<file path="config.mk">
export PLATFORM = sky130hd
export DESIGN_NAME = multicycle_control_flat
export DESIGN_NICKNAME = d
export VERILOG_FILES = /design/src/rtl/multicycle_control_if.sv /design/src/rtl/multicycle_control.sv /design/src/flat_wrapper.sv
export SDC_FILE = /design/constraint.sdc
export NUM_CORES = 1
export LEC_CHECK = 0
export ABC_AREA = 1
export BUFFER_PORTS_ARGS = -buffer_cell sky130_fd_sc_hd__buf_2
export CAP_MARGIN = 20
export CORE_UTILIZATION = 50
export DETAILED_ROUTE_END_ITERATION = 10
export GPL_ROUTABILITY_DRIVEN = 0
export GPL_TIMING_DRIVEN = 1
export PLACE_DENSITY = 0.77
export SYNTH_ARGS = -nofsm -noshare
export SYNTH_HDL_FRONTEND = slang
export SYNTH_SLANG_ARGS = --single-unit
</file>
<file path="constraint.sdc">
create_clock -name clk -period 1.6 [get_ports clk]
set_input_delay 0 -clock clk [delete_from_list [all_inputs] [get_ports clk]]
set_output_delay 0 -clock clk [all_outputs]
set_load 0.05 [all_outputs]
</file>
<file path="src/rtl/multicycle_control_if.sv">
// Datapath/memory-side signal bundle for the multicycle MIPS control FSM.
// The controller uses the slave modport; the datapath/memory side uses master.
interface multicycle_control_if #(
  parameter int CNT_W = 32
);
  // Handshake: a memory access (FETCH, MEMRD, MEMWR) completes in the first
  // cycle the controller sits in that state with mem_ready=1; the controller
  // holds its address/enable outputs stable until then or until the wait
  // counter times out. mem_ready has no meaning in any other state.
  logic [5:0]       ins;
  logic             mem_ready;
  logic             PCWrite;
  logic             PCWriteCond;
  logic             PCWriteCondNe;
  logic             IorD;
  logic             MemRead;
  logic             MemWrite;
  logic             IRWrite;
  logic             RegWrite;
  logic             ALUSrcA;
  logic             ImmZext;
  logic [1:0]       PCSrc;
  logic [1:0]       ALUSrcB;
  logic [1:0]       ALUOp;
  logic [1:0]       RegDst;
  logic [1:0]       WbSel;
  logic [3:0]       ALUOpFinal;
  logic             illegal;
  logic             mem_err;
  logic [3:0]       state;
  logic [CNT_W-1:0] instr_count;

  modport master (
    output ins, mem_ready,
    input  PCWrite, PCWriteCond, PCWriteCondNe, IorD, MemRead, MemWrite,
           IRWrite, RegWrite, ALUSrcA, ImmZext, PCSrc, ALUSrcB, ALUOp,
           RegDst, WbSel, ALUOpFinal, illegal, mem_err, state, instr_count
  );

  modport slave (
    input  ins, mem_ready,
    output PCWrite, PCWriteCond, PCWriteCondNe, IorD, MemRead, MemWrite,
           IRWrite, RegWrite, ALUSrcA, ImmZext, PCSrc, ALUSrcB, ALUOp,
           RegDst, WbSel, ALUOpFinal, illegal, mem_err, state, instr_count
  );
endinterface

</file>
<file path="src/rtl/multicycle_control.sv">
// Multicycle MIPS control FSM with memory wait timeout and retire counter.
// Define MC_CTRL_JAL_EN to add the JAL state and decode of opcode 000011.
module multicycle_control #(
  parameter int CNT_W    = 32,
  parameter int WAIT_MAX = 15
) (
  input  logic                  clk,
  input  logic                  rst,
  multicycle_control_if.slave   bus
);

  typedef enum logic [3:0] {
    S_IDLE   = 4'd0,
    S_FETCH  = 4'd1,
    S_DECODE = 4'd2,
    S_MEMADR = 4'd3,
    S_MEMRD  = 4'd4,
    S_MEMWB  = 4'd5,
    S_MEMWR  = 4'd6,
    S_RTEXE  = 4'd7,
    S_RTWB   = 4'd8,
    S_BEQ    = 4'd9,
    S_BNE    = 4'd10,
    S_IEXE   = 4'd11,
    S_IWB    = 4'd12,
    S_JUMP   = 4'd13,
    S_JAL    = 4'd14
  } state_t;

  localparam logic [5:0] OP_RTYPE = 6'b000000;
  localparam logic [5:0] OP_LW    = 6'b100011;
  localparam logic [5:0] OP_SW    = 6'b101011;
  localparam logic [5:0] OP_BEQ   = 6'b000100;
  localparam logic [5:0] OP_BNE   = 6'b000101;
  localparam logic [5:0] OP_ADDI  = 6'b001000;
  localparam logic [5:0] OP_ANDI  = 6'b001100;
  localparam logic [5:0] OP_ORI   = 6'b001101;
  localparam logic [5:0] OP_SLTI  = 6'b001010;
  localparam logic [5:0] OP_J     = 6'b000010;
`ifdef MC_CTRL_JAL_EN
  localparam logic [5:0] OP_JAL   = 6'b000011;
`endif

  localparam int              WW        = $clog2(WAIT_MAX + 1);
  localparam logic [WW-1:0]   WAIT_LAST = WW'(WAIT_MAX - 1);

  state_t           state_q, state_d;
  logic [5:0]       op_q, op_d;
  logic [WW-1:0]    wait_q, wait_d;
  logic [CNT_W-1:0] count_q, count_d;
  logic             mem_state;
  logic             timeout;
  logic             retire;
  logic             illegal_op;

  // State register
  always_ff @(posedge clk or posedge rst) begin
    if (rst) begin
      state_q <= S_IDLE;
      op_q    <= '0;
      wait_q  <= '0;
      count_q <= '0;
    end else begin
      state_q <= state_d;
      op_q    <= op_d;
      wait_q  <= wait_d;
      count_q <= count_d;
    end
  end

  // Next-state logic
  always_comb begin
    state_d    = state_q;
    op_d       = op_q;
    illegal_op = 1'b0;
    mem_state  = (state_q == S_FETCH) || (state_q == S_MEMRD) || (state_q == S_MEMWR);
    // The stall that would bring the counter to WAIT_MAX is the timeout cycle.
    timeout    = mem_state && !bus.mem_ready && (wait_q == WAIT_LAST);

    case (state_q)
      S_IDLE:   state_d = S_FETCH;
      S_FETCH: begin
        if (bus.mem_ready)  state_d = S_DECODE;
        else if (timeout)   state_d = S_FETCH;
      end
      S_DECODE: begin
        op_d = bus.ins;
        case (bus.ins)
          OP_RTYPE:                          state_d = S_RTEXE;
          OP_LW, OP_SW:                      state_d = S_MEMADR;
          OP_BEQ:                            state_d = S_BEQ;
          OP_BNE:                            state_d = S_BNE;
          OP_ADDI, OP_ANDI, OP_ORI, OP_SLTI: state_d = S_IEXE;
          OP_J:                              state_d = S_JUMP;
`ifdef MC_CTRL_JAL_EN
          OP_JAL:                            state_d = S_JAL;
`endif
          default: begin
            illegal_op = 1'b1;
            state_d    = S_FETCH;
          end
        endcase
      end
      S_MEMADR: state_d = (op_q == OP_LW) ? S_MEMRD : S_MEMWR;
      S_MEMRD: begin
        if (bus.mem_ready)  state_d = S_MEMWB;
        else if (timeout)   state_d = S_FETCH;
      end
      S_MEMWB:  state_d = S_FETCH;
      S_MEMWR: begin
        if (bus.mem_ready || timeout) state_d = S_FETCH;
      end
      S_RTEXE:  state_d = S_RTWB;
      S_RTWB:   state_d = S_FETCH;
      S_BEQ:    state_d = S_FETCH;
      S_BNE:    state_d = S_FETCH;
      S_IEXE:   state_d = S_IWB;
      S_IWB:    state_d = S_FETCH;
      S_JUMP:   state_d = S_FETCH;
`ifdef MC_CTRL_JAL_EN
      S_JAL:    state_d = S_FETCH;
`endif
      default:  state_d = S_IDLE;
    endcase

    retire = (state_q == S_MEMWB) || (state_q == S_RTWB) || (state_q == S_BEQ) ||
             (state_q == S_BNE) || (state_q == S_IWB) || (state_q == S_JUMP) ||
             (state_q == S_JAL) || ((state_q == S_MEMWR) && bus.mem_ready);

    // Counter only survives while stalled in the same memory state; any exit clears it.
    wait_d  = (mem_state && !bus.mem_ready && !timeout) ? wait_q + WW'(1) : '0;
    count_d = retire ? count_q + CNT_W'(1) : count_q;
  end

  // Output decode
  always_comb begin
    bus.PCWrite       = 1'b0;
    bus.PCWriteCond   = 1'b0;
    bus.PCWriteCondNe = 1'b0;
    bus.IorD          = 1'b0;
    bus.MemRead       = 1'b0;
    bus.MemWrite      = 1'b0;
    bus.IRWrite       = 1'b0;
    bus.RegWrite      = 1'b0;
    bus.ALUSrcA       = 1'b0;
    bus.ImmZext       = 1'b0;
    bus.PCSrc         = 2'b00;
    bus.ALUSrcB       = 2'b00;
    bus.ALUOp         = 2'b00;
    bus.RegDst        = 2'b00;
    bus.WbSel         = 2'b00;
    bus.ALUOpFinal    = 4'b0000;
    bus.illegal       = 1'b0;
    bus.mem_err       = timeout;

    case (state_q)
      S_FETCH: begin
        bus.MemRead = 1'b1;
        bus.ALUSrcB = 2'b01;
        bus.IRWrite = bus.mem_ready;
        bus.PCWrite = bus.mem_ready;
      end
      S_DECODE: begin
        bus.ALUSrcB = 2'b11;
        bus.illegal = illegal_op;
      end
      S_MEMADR: begin
        bus.ALUSrcA = 1'b1;
        bus.ALUSrcB = 2'b10;
      end
      S_MEMRD: begin
        bus.MemRead = 1'b1;
        bus.IorD    = 1'b1;
      end
      S_MEMWB: begin
        bus.RegWrite = 1'b1;
        bus.WbSel    = 2'b01;
      end
      S_MEMWR: begin
        bus.MemWrite = 1'b1;
        bus.IorD     = 1'b1;
      end
      S_RTEXE: begin
        bus.ALUSrcA = 1'b1;
        bus.ALUOp   = 2'b10;
      end
      S_RTWB: begin
        bus.RegWrite = 1'b1;
        bus.RegDst   = 2'b01;
      end
      S_BEQ, S_BNE: begin
        bus.ALUSrcA       = 1'b1;
        bus.ALUOp         = 2'b01;
        bus.PCSrc         = 2'b01;
        bus.PCWriteCond   = (state_q == S_BEQ);
        bus.PCWriteCondNe = (state_q == S_BNE);
      end
      S_IEXE, S_IWB: begin
        case (op_q)
          OP_ADDI: bus.ALUOpFinal = 4'b0010;
          OP_ORI:  bus.ALUOpFinal = 4'b0001;
          OP_SLTI: bus.ALUOpFinal = 4'b0111;
          default: bus.ALUOpFinal = 4'b0000;
        endcase
        if (state_q == S_IEXE) begin
          bus.ALUSrcA = 1'b1;
          bus.ALUSrcB = 2'b10;
          bus.ALUOp   = 2'b11;
          bus.ImmZext = (op_q == OP_ANDI) || (op_q == OP_ORI);
        end else begin
          bus.RegWrite = 1'b1;
        end
      end
      S_JUMP: begin
        bus.PCWrite = 1'b1;
        bus.PCSrc   = 2'b10;
      end
`ifdef MC_CTRL_JAL_EN
      S_JAL: begin
        bus.PCWrite  = 1'b1;
        bus.PCSrc    = 2'b10;
        bus.RegWrite = 1'b1;
        bus.RegDst   = 2'b10;
        bus.WbSel    = 2'b10;
      end
`endif
      default: ;
    endcase
  end

  assign bus.state       = state_q;
  assign bus.instr_count = count_q;

endmodule

</file>
<file path="src/flat_wrapper.sv">
// flat-port wrapper written by rule: the top's interface ports become plain ports
module multicycle_control_flat 
#(
  parameter int CNT_W    = 32,
  parameter int WAIT_MAX = 15
)
  (clk, rst, bus_ins, bus_mem_ready, bus_PCWrite, bus_PCWriteCond, bus_PCWriteCondNe, bus_IorD, bus_MemRead, bus_MemWrite, bus_IRWrite, bus_RegWrite, bus_ALUSrcA, bus_ImmZext, bus_PCSrc, bus_ALUSrcB, bus_ALUOp, bus_RegDst, bus_WbSel, bus_ALUOpFinal, bus_illegal, bus_mem_err, bus_state, bus_instr_count);
  multicycle_control_if #(.CNT_W(CNT_W)) bus_i ();
  input  logic clk;
  input  logic rst;
  input wire logic [$bits(bus_i.ins)-1:0] bus_ins;
  input wire logic [$bits(bus_i.mem_ready)-1:0] bus_mem_ready;
  output wire logic [$bits(bus_i.PCWrite)-1:0] bus_PCWrite;
  output wire logic [$bits(bus_i.PCWriteCond)-1:0] bus_PCWriteCond;
  output wire logic [$bits(bus_i.PCWriteCondNe)-1:0] bus_PCWriteCondNe;
  output wire logic [$bits(bus_i.IorD)-1:0] bus_IorD;
  output wire logic [$bits(bus_i.MemRead)-1:0] bus_MemRead;
  output wire logic [$bits(bus_i.MemWrite)-1:0] bus_MemWrite;
  output wire logic [$bits(bus_i.IRWrite)-1:0] bus_IRWrite;
  output wire logic [$bits(bus_i.RegWrite)-1:0] bus_RegWrite;
  output wire logic [$bits(bus_i.ALUSrcA)-1:0] bus_ALUSrcA;
  output wire logic [$bits(bus_i.ImmZext)-1:0] bus_ImmZext;
  output wire logic [$bits(bus_i.PCSrc)-1:0] bus_PCSrc;
  output wire logic [$bits(bus_i.ALUSrcB)-1:0] bus_ALUSrcB;
  output wire logic [$bits(bus_i.ALUOp)-1:0] bus_ALUOp;
  output wire logic [$bits(bus_i.RegDst)-1:0] bus_RegDst;
  output wire logic [$bits(bus_i.WbSel)-1:0] bus_WbSel;
  output wire logic [$bits(bus_i.ALUOpFinal)-1:0] bus_ALUOpFinal;
  output wire logic [$bits(bus_i.illegal)-1:0] bus_illegal;
  output wire logic [$bits(bus_i.mem_err)-1:0] bus_mem_err;
  output wire logic [$bits(bus_i.state)-1:0] bus_state;
  output wire logic [$bits(bus_i.instr_count)-1:0] bus_instr_count;
  assign bus_i.ins = bus_ins;
  assign bus_i.mem_ready = bus_mem_ready;
  assign bus_PCWrite = bus_i.PCWrite;
  assign bus_PCWriteCond = bus_i.PCWriteCond;
  assign bus_PCWriteCondNe = bus_i.PCWriteCondNe;
  assign bus_IorD = bus_i.IorD;
  assign bus_MemRead = bus_i.MemRead;
  assign bus_MemWrite = bus_i.MemWrite;
  assign bus_IRWrite = bus_i.IRWrite;
  assign bus_RegWrite = bus_i.RegWrite;
  assign bus_ALUSrcA = bus_i.ALUSrcA;
  assign bus_ImmZext = bus_i.ImmZext;
  assign bus_PCSrc = bus_i.PCSrc;
  assign bus_ALUSrcB = bus_i.ALUSrcB;
  assign bus_ALUOp = bus_i.ALUOp;
  assign bus_RegDst = bus_i.RegDst;
  assign bus_WbSel = bus_i.WbSel;
  assign bus_ALUOpFinal = bus_i.ALUOpFinal;
  assign bus_illegal = bus_i.illegal;
  assign bus_mem_err = bus_i.mem_err;
  assign bus_state = bus_i.state;
  assign bus_instr_count = bus_i.instr_count;
  multicycle_control #(.CNT_W(CNT_W), .WAIT_MAX(WAIT_MAX)) u_core (.clk(clk), .rst(rst), .bus(bus_i));
endmodule
</file>
==> flow_summary.yaml <==
power_and_ir_drop:
  power_frac_clock_pct: 16.9
  ir_worst_vdd_mv: 1.38
  p_total_w: 0.00615
  power_density_mw_per_mm2: 1420
  swShare_pct: 48.0
  p_leak_nw: 2.15
  p_switching_w: 0.00295
  p_int_w: 0.00320
  power_frac_seq_pct: 26.9
  combPwrFrac_pct: 56.2
worst_setup_path:
  worstSetupPathType: "flip-flop to flip-flop"
  crit_required_ns: 1.80
  cp_slowest_cell: "dfrtp_4"
  arrival_ns: 1.78
  crit_path_start_kind: "flip-flop"
  end_kind: "flip-flop"
  crit_chain: "inv_4 -> nand2_2 -> nor2_4 -> nor2_4 -> and2_4 -> buf_4 -> nand2_4 -> buf_4 -> o21ai_2"
  critPathMaxStageDelay_ns: 0.55
  crit_fanout: 7
synthesis:
  yosysSeqAreaShare_pct: 35.9
  synth_ff_type: "dfrtp_1"
  ys_types: 36
  yosys.area.top_type: "dfrtp_1"
  synth-async-reset-ratio_pct: 100
  synthTopCellsByCount: "188 x nand2_1, 90 x nor2_1, 46 x dfrtp_1, 43 x inv_1, 21 x nand3_1"
  synth_cells: 487
  synth-edff-count: 0
  synth.avg_cell_area_um2: 6.58
  synth_area_mm2: 0.00321
  yosys_register_bits: 46
  yosys-top-cells-area: "dfrtp_1 36%, nand2_1 22%, nor2_1 11%"
  yosysWarnings: 0
  yosysMostFrequentCell: "nand2_1"
  synth_top_cell_area_share_pct: 35.9
cts:
  numCtsBuffers: 5
  insertion_delay_ns: 0.31
  htree_levels: 2
  clock_path_buffers: 2
  clk_pin_slew_ns: 0.09
  root_buffer: "clkbuf_8"
  cts_tree: "yes"
  cts_num_sinks: 46
timing:
  min_period_ns: 1.58
  setup_viol: 0
  post-route-period-util_pct: 98.8
  fmax_mhz: 632
  finalHoldViolations: 0
  max_slew_margin_pct: 62.5
  setup_ws_ns: 0.0188
  rsz0062_at_grt: "yes"
  tightest_slew_ns: 0.562
  drv_slew: 0
  fin_skew_ns: 0.00827
routing:
  dr.pass1.iters: 7
  viasPerCell: 5.44
  drc_errors: 0
  vias: 3641
  drt-wirelength-per-cell_um: 14.0
  wl_um: 9360
  route.antenna.remaining_nets: 0
  drtIter0Drc: 452
worst_hold_path:
  hp-class: "input port to flip-flop"
cells_and_area:
  areaGrowthSynthToFinish_pct: 34.7
  multi_input_area_mm2: 0.00198
  regArea_mm2: 0.00117
  fillers: 477
  final_nets: 605
  drive_above_1_share_pct: 31.0
  post-route-util_pct: 71.3
  antennaDiodeCount: 0
grt:
  grtUsageTotal_pct: 27.2
  grt_pass1_vias: 3100
  antenna_found_initial: 0
  grt_max_degree: 26
  grt_overflow: 0
  grt_pass1_wl_um: 13900
status:
  status: "completed"
job:
  cap_violations: 0
placed_design:
  place_ws_ns: 0.0289
  post-dp-hpwl_um: 6550
  place.port_buffers: 67
floorplanning:
  row_count: 28
  ioPinCount: 71
  start_util_pct: 52.9
  die-area_mm2: 0.00674
  die_w_um: 82.1
  die_h_um: 82.1
  core_area_mm2: 0.00606
## power groups by stage
stage / sequential [W] / clock, W / combinational (W)
6_report: 0.00165 / 0.00104 / 0.00346
5_1_grt: 0.00168 / 0.00109 / 0.00368
4_1_cts: 0.00164 / 0.00105 / 0.00303
3_5_place_dp: 0.00164 / 0 / 0.00286
3_3_place_gp: 0.00163 / 0 / 0.00281
2_1_floorplan: 0.00202 / 0 / 0.00179
## per-layer routing
layer	up-vias	GRT usage, %	wire length [um]
met5	-	0	0
met3	29	4.44	658
met1	1698	35.4	3940
met4	0	9.12	202
li1	1730	-	-
met2	184	45.6	4560
## critical path, delay by kind of cell (launching register included)
kind	cells	cell delay, ns
AO/OA/AOI/OAI	1	0.04
AND/OR/NAND/NOR	5	0.52
buffers and inverters	3	0.36
flip-flops	1	0.55
## final timing paths
path / slack (ns) / startpoint / endpoint / cells past startpoint
setup / recovery: 0.02 / u_core.bus.state[1]$_DFFE_PP0P_ / u_core.bus.instr_count[8]$_DFFE_PP0P_ / 9
hold / removal: 0.02 / bus_ins[5] / u_core.op_q[5]$_DFFE_PP0P_ / 3
setup reg to reg: 0.02 / u_core.bus.state[1]$_DFFE_PP0P_ / u_core.bus.instr_count[8]$_DFFE_PP0P_ / 9
hold reg to reg: 0.54 / u_core.bus.instr_count[31]$_DFFE_PP0P_ / u_core.bus.instr_count[31]$_DFFE_PP0P_ / 2
max in group asynchronous: 0.78 / rst / u_core.bus.instr_count[6]$_DFFE_PP0P_ / 4
min in group asynchronous: 0.28 / rst / u_core.op_q[2]$_DFFE_PP0P_ / 3
## cells in the final DEF (no fill, tap or decap), types with 3 or more instances in the layout
cell type,instances
dlygate4sd3_1,6
nand2_1,183
nand2_4,4
buf_6,5
inv_1,38
clkbuf_8,5
nand2_2,4
nor2_2,14
buf_2,56
inv_2,5
dfrtp_1,36
xnor2_1,4
nor2_1,72
conb_1,3
buf_12,3
dfrtp_2,9
nand3b_1,12
nand4_1,3
o21ai_1,6
nor2_4,9
xor2_1,6
o21ai_0,12
nand3_1,19
buf_4,32
a21oi_2,4
o21ai_2,13
## cells by family after synthesis
logic type | Yosys count | synth area share, %
flops | 46 | 35.9
xor+xnor | 11 | 3.24
compound gates | 42 | 8.51
other cells | 1 | 0.117
simple gates | 329 | 42.9
fa+ha+maj | 3 | 1.17
buf+inv | 55 | 8.19
## layout make-up
type / count / area share (%)
multi-input cells: 389 / 45.9
flip-flops and latches: 46 / 27.0
repair buffers: 105 / 17.5
inverters: 46 / 4.29
well taps: 75 / 2.17
clock buffers: 5 / 1.59
clock inverters: 3 / 1.59
## stage by stage
| step | TNS [ns] | std cells | hold slack (ns) | cell area, um^2 |
|---|---|---|---|---|
| 2_1_floorplan | -5.12 | 489 | 0.117 | 3280 |
| 3_3_place_gp | 0 | 640 | 0.0778 | 3800 |
| 3_5_place_dp | 0 | 640 | 0.0785 | 3800 |
| 4_1_cts | -0.0623 | 656 | 0.0159 | 4080 |
| 5_1_grt | -0.443 | 669 | 0.0374 | 4320 |
| 6_report | 0 | 669 | 0.0203 | 4320 |
## repair_timing
| action | CTS | global route |
|---|---|---|
| endpoints found under the setup margin | 10 | 42 |
| hold buffers | 6 | 0 |
| setup buffers | 2 | 10 |
| pin swaps | 5 | 5 |
| endpoints found under the hold margin | 29 | 0 |
| resized for setup | 22 | 37 |
| gates cloned | 0 | 3 |
## sequential cells by signal, summed over array words and instances, names as in the netlist
register and cells:
u_core.op_q 6, u_core.wait_q 4, u_core.bus.state 4, u_core.bus.instr_count 32
(Power assumes the default switching activity.)
